File: config.mk
export PLATFORM = sky130hd
export DESIGN_NAME = tl_tx_ur_cpl_gen_flat
export DESIGN_NICKNAME = d
export VERILOG_FILES = /design/src/rtl/tl_tx_pkg.sv /design/src/rtl/tl_tx_ur_cpl_gen_if.sv /design/src/rtl/tl_tx_ur_cpl_fifo.sv /design/src/rtl/tl_tx_ur_cpl_gen.sv /design/src/flat_wrapper.sv
export SDC_FILE = /design/constraint.sdc
export NUM_CORES = 1
export LEC_CHECK = 0
export ABC_AREA = 1
export BUFFER_PORTS_ARGS = -buffer_cell sky130_fd_sc_hd__buf_4
export CAP_MARGIN = 20
export CORE_UTILIZATION = 30
export CTS_CLUSTER_DIAMETER = 100
export DETAILED_ROUTE_END_ITERATION = 16
export PLACE_DENSITY = 0.54
export SYNTH_ARGS = -nofsm -noshare
export SYNTH_HDL_FRONTEND = slang
export SYNTH_SLANG_ARGS = --single-unit
File: constraint.sdc
create_clock -name clk -period 4.2 [get_ports clk]
set_clock_uncertainty 0.1 [all_clocks]
set_input_delay 0.42 -clock clk [delete_from_list [all_inputs] [get_ports clk]]
set_output_delay 0.42 -clock clk [all_outputs]
set_load 0.01 [all_outputs]
File: src/rtl/tl_tx_pkg.sv
// Shared TX transaction-layer constants: request type codes, completion
// status codes and the Cpl (no data) header format/type fields.
package tl_tx_pkg;

  typedef enum logic [2:0] {
    TLP_MEMORY        = 3'b000,
    TLP_IO            = 3'b001,
    TLP_COMPLETION    = 3'b010,
    TLP_CONFIGURATION = 3'b011,
    TLP_MESSAGE       = 3'b100
  } tlp_typ_e;

  localparam logic [2:0] CPL_STATUS_SC  = 3'b000;
  localparam logic [2:0] CPL_STATUS_UR  = 3'b001;
  localparam logic [2:0] CPL_STATUS_CRS = 3'b010;
  localparam logic [2:0] CPL_STATUS_CA  = 3'b100;

  localparam logic [2:0] CPL_FMT_NO_DATA = 3'b000;
  localparam logic [4:0] CPL_TYPE        = 5'b01010;

  // Only MEM reads, IO and CFG expect a completion; every other code,
  // including the reserved 101-111 range, is handled as posted.
  function automatic logic is_non_posted(input logic [2:0] typ, input logic rw);
    return ((typ == TLP_MEMORY) && !rw) || (typ == TLP_IO) || (typ == TLP_CONFIGURATION);
  endfunction

endpackage

File: src/rtl/tl_tx_ur_cpl_gen_if.sv
// Request-in / completion-out bundle of the UR completion generator.
interface tl_tx_ur_cpl_gen_if #(
    parameter int ADDRESS_WIDTH = 64
);
    // Handshake: a request transfers on a clock edge where req_valid & req_ready,
    // a header on an edge where cpl_valid & cpl_ready; cpl_hdr holds while stalled.
    logic                     req_valid;
    logic                     req_ready;
    logic                     ur_error;
    logic [2:0]               req_typ;
    logic                     req_read_write;
    logic [15:0]              req_requester_id;
    logic [9:0]               req_tag;
    logic [2:0]               req_tc;
    logic [2:0]               req_attr;
    logic [9:0]               req_length;
    logic [ADDRESS_WIDTH-1:0] req_address;
    logic [15:0]              completer_id;
    logic                     cpl_valid;
    logic                     cpl_ready;
    logic [95:0]              cpl_hdr;
    logic                     err_posted_ur;
    logic [15:0]              ur_cpl_count;
    logic                     overflow;

    modport master (
        output req_valid, ur_error, req_typ, req_read_write, req_requester_id,
               req_tag, req_tc, req_attr, req_length, req_address, completer_id,
               cpl_ready,
        input  req_ready, cpl_valid, cpl_hdr, err_posted_ur, ur_cpl_count, overflow
    );

    modport slave (
        input  req_valid, ur_error, req_typ, req_read_write, req_requester_id,
               req_tag, req_tc, req_attr, req_length, req_address, completer_id,
               cpl_ready,
        output req_ready, cpl_valid, cpl_hdr, err_posted_ur, ur_cpl_count, overflow
    );
endinterface

File: src/rtl/tl_tx_ur_cpl_fifo.sv
// Synchronous FIFO with extra-MSB pointers; the read port shows the head
// entry combinationally from storage and reads zero while empty.
module tl_tx_ur_cpl_fifo #(
    parameter int WIDTH = 96,
    parameter int DEPTH = 4
) (
    input  logic             clk,
    input  logic             rst,
    input  logic             push_i,
    input  logic [WIDTH-1:0] wdata_i,
    input  logic             pop_i,
    output logic [WIDTH-1:0] rdata_o,
    output logic             full_o,
    output logic             empty_o
);
    localparam int AW = $clog2(DEPTH);

    logic [WIDTH-1:0] mem_q [DEPTH];
    logic [AW:0]      wr_ptr_q, wr_ptr_d;
    logic [AW:0]      rd_ptr_q, rd_ptr_d;
    logic             do_push, do_pop;

    always_comb begin
        empty_o  = (wr_ptr_q == rd_ptr_q);
        full_o   = (wr_ptr_q[AW] != rd_ptr_q[AW]) && (wr_ptr_q[AW-1:0] == rd_ptr_q[AW-1:0]);
        do_push  = push_i && !full_o;
        do_pop   = pop_i && !empty_o;
        wr_ptr_d = do_push ? wr_ptr_q + 1'b1 : wr_ptr_q;
        rd_ptr_d = do_pop  ? rd_ptr_q + 1'b1 : rd_ptr_q;
        rdata_o  = empty_o ? '0 : mem_q[rd_ptr_q[AW-1:0]];
    end

    always_ff @(posedge clk) begin
        if (rst) begin
            wr_ptr_q <= '0;
            rd_ptr_q <= '0;
        end else begin
            wr_ptr_q <= wr_ptr_d;
            rd_ptr_q <= rd_ptr_d;
        end
    end

    always_ff @(posedge clk) begin
        if (do_push) begin
            mem_q[wr_ptr_q[AW-1:0]] <= wdata_i;
        end
    end
endmodule

File: src/rtl/tl_tx_ur_cpl_gen.sv
// Builds UR Completion-without-Data headers for rejected non-posted requests,
// queues them for the TX arbiter and flags posted UR failures.
module tl_tx_ur_cpl_gen
    import tl_tx_pkg::*;
#(
    parameter int DEPTH         = 4,
    parameter int ADDRESS_WIDTH = 64
) (
    input logic               clk,
    input logic               rst,
    tl_tx_ur_cpl_gen_if.slave bus
);
    logic        non_posted, ur_hit, push, pop, mem_rd;
    logic        fifo_full, fifo_empty;
    logic [95:0] hdr_new, head_hdr;
    logic [31:0] dw0, dw1, dw2;
    logic [11:0] byte_count;
    logic [6:0]  lower_addr;
    logic        err_posted_q, err_posted_d;
    logic        overflow_q, overflow_d;
    logic [15:0] cnt_q, cnt_d;
    logic        unused_addr_bits;

    assign unused_addr_bits = ^{bus.req_address[ADDRESS_WIDTH-1:7], bus.req_address[1:0]};

    always_comb begin
        non_posted   = is_non_posted(bus.req_typ, bus.req_read_write);
        ur_hit       = bus.req_valid && bus.ur_error;
        push         = ur_hit && non_posted && !fifo_full;
        pop          = !fifo_empty && bus.cpl_ready;
        err_posted_d = ur_hit && !non_posted;
        overflow_d   = overflow_q || (ur_hit && non_posted && fifo_full);
        cnt_d        = (pop && (cnt_q != 16'hFFFF)) ? cnt_q + 16'd1 : cnt_q;
    end

    // Byte count and lower address only carry request data for MEM reads.
    always_comb begin
        mem_rd     = (bus.req_typ == TLP_MEMORY) && !bus.req_read_write;
        byte_count = mem_rd ? {bus.req_length, 2'b00} : 12'd4;
        lower_addr = mem_rd ? {bus.req_address[6:2], 2'b00} : 7'd0;
        dw0 = {CPL_FMT_NO_DATA, CPL_TYPE, bus.req_tag[9], bus.req_tc, bus.req_tag[8],
               bus.req_attr[2], 2'b00, 1'b0, 1'b0, bus.req_attr[1:0], 2'b00, 10'd0};
        dw1 = {bus.completer_id, CPL_STATUS_UR, 1'b0, byte_count};
        dw2 = {bus.req_requester_id, bus.req_tag[7:0], 1'b0, lower_addr};
        hdr_new = {dw0, dw1, dw2};
    end

    tl_tx_ur_cpl_fifo #(
        .WIDTH (96),
        .DEPTH (DEPTH)
    ) u_fifo (
        .clk     (clk),
        .rst     (rst),
        .push_i  (push),
        .wdata_i (hdr_new),
        .pop_i   (pop),
        .rdata_o (head_hdr),
        .full_o  (fifo_full),
        .empty_o (fifo_empty)
    );

    always_ff @(posedge clk) begin
        if (rst) begin
            err_posted_q <= 1'b0;
            overflow_q   <= 1'b0;
            cnt_q        <= 16'd0;
        end else begin
            err_posted_q <= err_posted_d;
            overflow_q   <= overflow_d;
            cnt_q        <= cnt_d;
        end
    end

    assign bus.req_ready     = !fifo_full;
    assign bus.cpl_valid     = !fifo_empty;
    assign bus.cpl_hdr       = head_hdr;
    assign bus.err_posted_ur = err_posted_q;
    assign bus.overflow      = overflow_q;
    assign bus.ur_cpl_count  = cnt_q;
endmodule
File: src/flat_wrapper.sv
// flat-port wrapper written by rule: the top's interface ports become plain ports
module tl_tx_ur_cpl_gen_flat import tl_tx_pkg::*;
#(
    parameter int DEPTH         = 4,
    parameter int ADDRESS_WIDTH = 64
)
  (clk, rst, bus_req_valid, bus_ur_error, bus_req_typ, bus_req_read_write, bus_req_requester_id, bus_req_tag, bus_req_tc, bus_req_attr, bus_req_length, bus_req_address, bus_completer_id, bus_cpl_ready, bus_req_ready, bus_cpl_valid, bus_cpl_hdr, bus_err_posted_ur, bus_ur_cpl_count, bus_overflow);
  tl_tx_ur_cpl_gen_if #(.ADDRESS_WIDTH(ADDRESS_WIDTH)) bus_i ();
  input logic clk;
  input logic rst;
  input wire logic [$bits(bus_i.req_valid)-1:0] bus_req_valid;
  input wire logic [$bits(bus_i.ur_error)-1:0] bus_ur_error;
  input wire logic [$bits(bus_i.req_typ)-1:0] bus_req_typ;
  input wire logic [$bits(bus_i.req_read_write)-1:0] bus_req_read_write;
  input wire logic [$bits(bus_i.req_requester_id)-1:0] bus_req_requester_id;
  input wire logic [$bits(bus_i.req_tag)-1:0] bus_req_tag;
  input wire logic [$bits(bus_i.req_tc)-1:0] bus_req_tc;
  input wire logic [$bits(bus_i.req_attr)-1:0] bus_req_attr;
  input wire logic [$bits(bus_i.req_length)-1:0] bus_req_length;
  input wire logic [$bits(bus_i.req_address)-1:0] bus_req_address;
  input wire logic [$bits(bus_i.completer_id)-1:0] bus_completer_id;
  input wire logic [$bits(bus_i.cpl_ready)-1:0] bus_cpl_ready;
  output wire logic [$bits(bus_i.req_ready)-1:0] bus_req_ready;
  output wire logic [$bits(bus_i.cpl_valid)-1:0] bus_cpl_valid;
  output wire logic [$bits(bus_i.cpl_hdr)-1:0] bus_cpl_hdr;
  output wire logic [$bits(bus_i.err_posted_ur)-1:0] bus_err_posted_ur;
  output wire logic [$bits(bus_i.ur_cpl_count)-1:0] bus_ur_cpl_count;
  output wire logic [$bits(bus_i.overflow)-1:0] bus_overflow;
  assign bus_i.req_valid = bus_req_valid;
  assign bus_i.ur_error = bus_ur_error;
  assign bus_i.req_typ = bus_req_typ;
  assign bus_i.req_read_write = bus_req_read_write;
  assign bus_i.req_requester_id = bus_req_requester_id;
  assign bus_i.req_tag = bus_req_tag;
  assign bus_i.req_tc = bus_req_tc;
  assign bus_i.req_attr = bus_req_attr;
  assign bus_i.req_length = bus_req_length;
  assign bus_i.req_address = bus_req_address;
  assign bus_i.completer_id = bus_completer_id;
  assign bus_i.cpl_ready = bus_cpl_ready;
  assign bus_req_ready = bus_i.req_ready;
  assign bus_cpl_valid = bus_i.cpl_valid;
  assign bus_cpl_hdr = bus_i.cpl_hdr;
  assign bus_err_posted_ur = bus_i.err_posted_ur;
  assign bus_ur_cpl_count = bus_i.ur_cpl_count;
  assign bus_overflow = bus_i.overflow;
  tl_tx_ur_cpl_gen #(.DEPTH(DEPTH), .ADDRESS_WIDTH(ADDRESS_WIDTH)) u_core (.clk(clk), .rst(rst), .bus(bus_i));
endmodule
==> impl_metrics.tcl <==
set metrics [dict create \
    cp.required_ns 3.68 \
    critPathCaptureType "primary output" \
    finalCritPeriodShare_pct 74.1 \
    worst-r2r-cell-count 7 \
    ant_nets 0 \
    holdCritPathClass "primary input to flop" \
    grt_pass1_vias 7411 \
    netlist_area_um2 11700 \
    rsz0062_at_grt "no" \
    grt-ovfl-total 0 \
    cts_sinks 278 \
    setup_violations 0 \
    final_layout_size_suffix_gt1_share_pct 19.2 \
    dp_hpwl_um 15200 \
    antenna_found_initial 1 \
    fmax_mhz 321 \
    cap_violations 0 \
    fp.dieH_um 200 \
    area_growth_pct 25.8 \
    drt_iter0_drc 339 \
    nNetsFinal 1357 \
    crit_start "u_core.u_fifo.wr_ptr_q[0]" \
    worst_pin_slew_ns 0.672 \
    detail_route.vias_per_cell 4.50 \
    dp.cells 1666 \
    cp_data_arrival_time_ns 2.59 \
    critPathKind "flop to primary output" \
    die_x_um 200 \
    port_buffers 157 \
    clockBufferDepth 3 \
    ys.flop_type "edfxtp_1" \
    rr_startpoint "u_core.u_fifo.wr_ptr_q[1]" \
    dieArea_um2 39900 \
    slew_headroom_pct 55.2 \
    grt_start_max_net_pins 65 \
    slew_viol_final 0 \
    cts_made_buffers 34 \
    num_io_pins 247 \
    grt_usage_pct 13.5 \
    cp-start-kind "flop" \
    min_to "u_core.u_fifo.mem_q[3][22]" \
    cp_max_fo 39 \
    clock_latency_ns 0.49 \
    fin_ws_ns 1.09 \
    ys_async_sr_fraction_pct 0 \
    avgRoutedWirePerCell_um 15.4 \
    min_from "bus_req_requester_id[7]" \
    row_count 72 \
    p_leak_nw 5.87 \
    clk_pin_slew_ns 0.05 \
    whs_path_depth 1 \
    vias 7924 \
    synth_cells 1033 \
    rr_endpoint "u_core.u_fifo.mem_q[3][13]" \
    grt_pass1_wl_um 40900 \
    synth.avg_cell_area_um2 11.4 \
    yosys_warnings 0 \
    drt_wl_total_um 27100 \
    fill_cells 3784 \
    root_buffer "clkbuf_16" \
    dr.pass1.iters 4 \
    power_density_nw_per_um2 469 \
    synth_edf_count 252 \
    synth-seq-cells 278 \
    instances_no_fill 1761 \
    cts_tree "built" \
    place_congestion 0.745 \
    final-hold-violation-count 0 \
    r2r_slack_ns 1.77 \
    peakVddDrop_mv 0.239 \
    start_util_pct 30.4 \
    htree_levels 2 \
    drc_errors 0 \
    min_period_ns 3.11 \
    design.core.area_um2 38600 \
    synth_cell_types 30 \
    yosysSeqAreaShare_pct 68.9 \
    pre_cts_ws_ns 1.38 \
    status "complete, no violations" \
]
==> flip-flops by register name, summed over array words and instances (netlist names), named ones only <==
signal,cells
u_core.bus.ur_cpl_count,16
u_core.bus.err_posted_ur,1
u_core.u_fifo.wr_ptr_q,3
u_core.bus.overflow,1
u_core.u_fifo.rd_ptr_q,3
u_core.u_fifo.mem_q,252
==> how the worst max path moves through the flow <==
stage,endpoint,depth (start not counted)
2_1_floorplan,u_core.u_fifo.mem_q[0][10],5
3_3_place_gp,u_core.u_fifo.mem_q[0][8],7
3_5_place_dp,u_core.u_fifo.mem_q[0][8],7
4_1_cts,bus_cpl_hdr[37],8
5_1_grt,bus_cpl_hdr[37],8
6_report,bus_cpl_hdr[37],8
==> kinds of logic (layout without fill, tap and decap cells) <==
kind of cell / count (synthesis) / after routing / share of synthesized area (%)
adders and majority gates: 6 / 6 / 0.640
buffers and inverters: 191 / 371 / 7.58
AOI/OAI and AO/OA: 156 / 156 / 8.99
and+or+nand+nor: 392 / 392 / 13.2
other: 1 / 31 / 0.0320
DFF: 278 / 278 / 68.9
xor gates and xnor gates: 9 / 9 / 0.672
==> synth_stat cells (all sizes together) (12+ instances only) <==
master | number | area share, %
dfxtp | 26 | 4.4
edfxtp | 252 | 64
nor2 | 232 | 7.5
inv | 105 | 3.4
o21ai | 71 | 3.0
buf | 56 | 3.3
clkbuf | 30 | 0.96
nand2 | 138 | 4.5
o32ai | 63 | 4.7
a21oi | 22 | 1.3
nand3 | 12 | 0.64
==> cell usage in the layout, fill, tap and decap left out, types with 3 or more instances in the layout <==
cell type,synthesis,final
clkbuf_1,30,11
edfxtp_1,252,252
clkinv_1,0,5
buf_4,35,170
nor2_4,1,5
a21oi_1,12,12
o21ai_0,71,71
nand3_1,9,9
nand2_1,137,137
xnor2_1,3,3
inv_1,104,104
ha_1,6,6
a21oi_2,10,10
nand4_1,4,4
o32ai_1,63,63
nor2_1,230,226
conb_1,1,30
xor2_1,6,6
dfxtp_1,26,24
clkbuf_16,0,35
dlygate4sd3_1,0,36
==> area by class of cell <==
| type | instances | area (µm²) | area share (%) |
|---|---|---|---|
| tap | 518 | 648 | 4.39 |
| timing repair buffer | 208 | 1680 | 11.4 |
| clock inverter | 11 | 106 | 0.721 |
| clock buffer | 47 | 931 | 6.31 |
| antenna | 1 | 2.50 | 0.0170 |
| inverter | 105 | 397 | 2.69 |
| multi-input combinational | 593 | 2900 | 19.7 |
| sequential | 278 | 8100 | 54.8 |
==> worst max-delay path: stages (launching register included) <==
cell and delay, ns:
dfxtp_1 0.38, inv_1 0.12, nand2_1 0.08, nand2_1 0.11, nand3_4 0.45, buf_4 0.57, nand2_1 0.12, inv_1 0.12
buf_4 0.13
==> metal layers <==
layer	track usage (%)	share of wire (%)
met3	3.16	5.4
met2	22.1	46
met4	3.51	1.7
met1	17.9	47
met5	0	0
==> through the flow <==
step | hold slack [ns] | total power, mW | util [%] | setup TNS [ns] | cell area, µm²
final | 0.0311 | 6.93 | 38.2 | 0 | 14800
after global routing | 0.00186 | 7.27 | 38.2 | 0 | 14800
after CTS | 0.000210 | 7.05 | 38.2 | 0 | 14800
after detailed placement | 0.357 | 4.26 | 34.6 | 0 | 13400
after global placement | 0.349 | 4.26 | 34.6 | 0 | 13400
after floorplan | 0.372 | 3.79 | - | -8.73 | 11800
==> report_power, final <==
| group | internal [mW] | total, mW | switching, mW |
|---|---|---|---|
| Clock | 1.67 | 2.72 | 1.05 |
| Combinational | 0.458 | 1.11 | 0.653 |
| Sequential | 3.04 | 3.10 | 0.0519 |
==> repair_timing <==
item | in CTS | in global routing
setup endpoints to repair | 0 | 0
hold buffers | 36 | 0
resized for setup | 0 | 0
buffers inserted | 0 | 0
endpoints found under the hold margin | 141 | 0
Power figures use the tool's default switching activity.
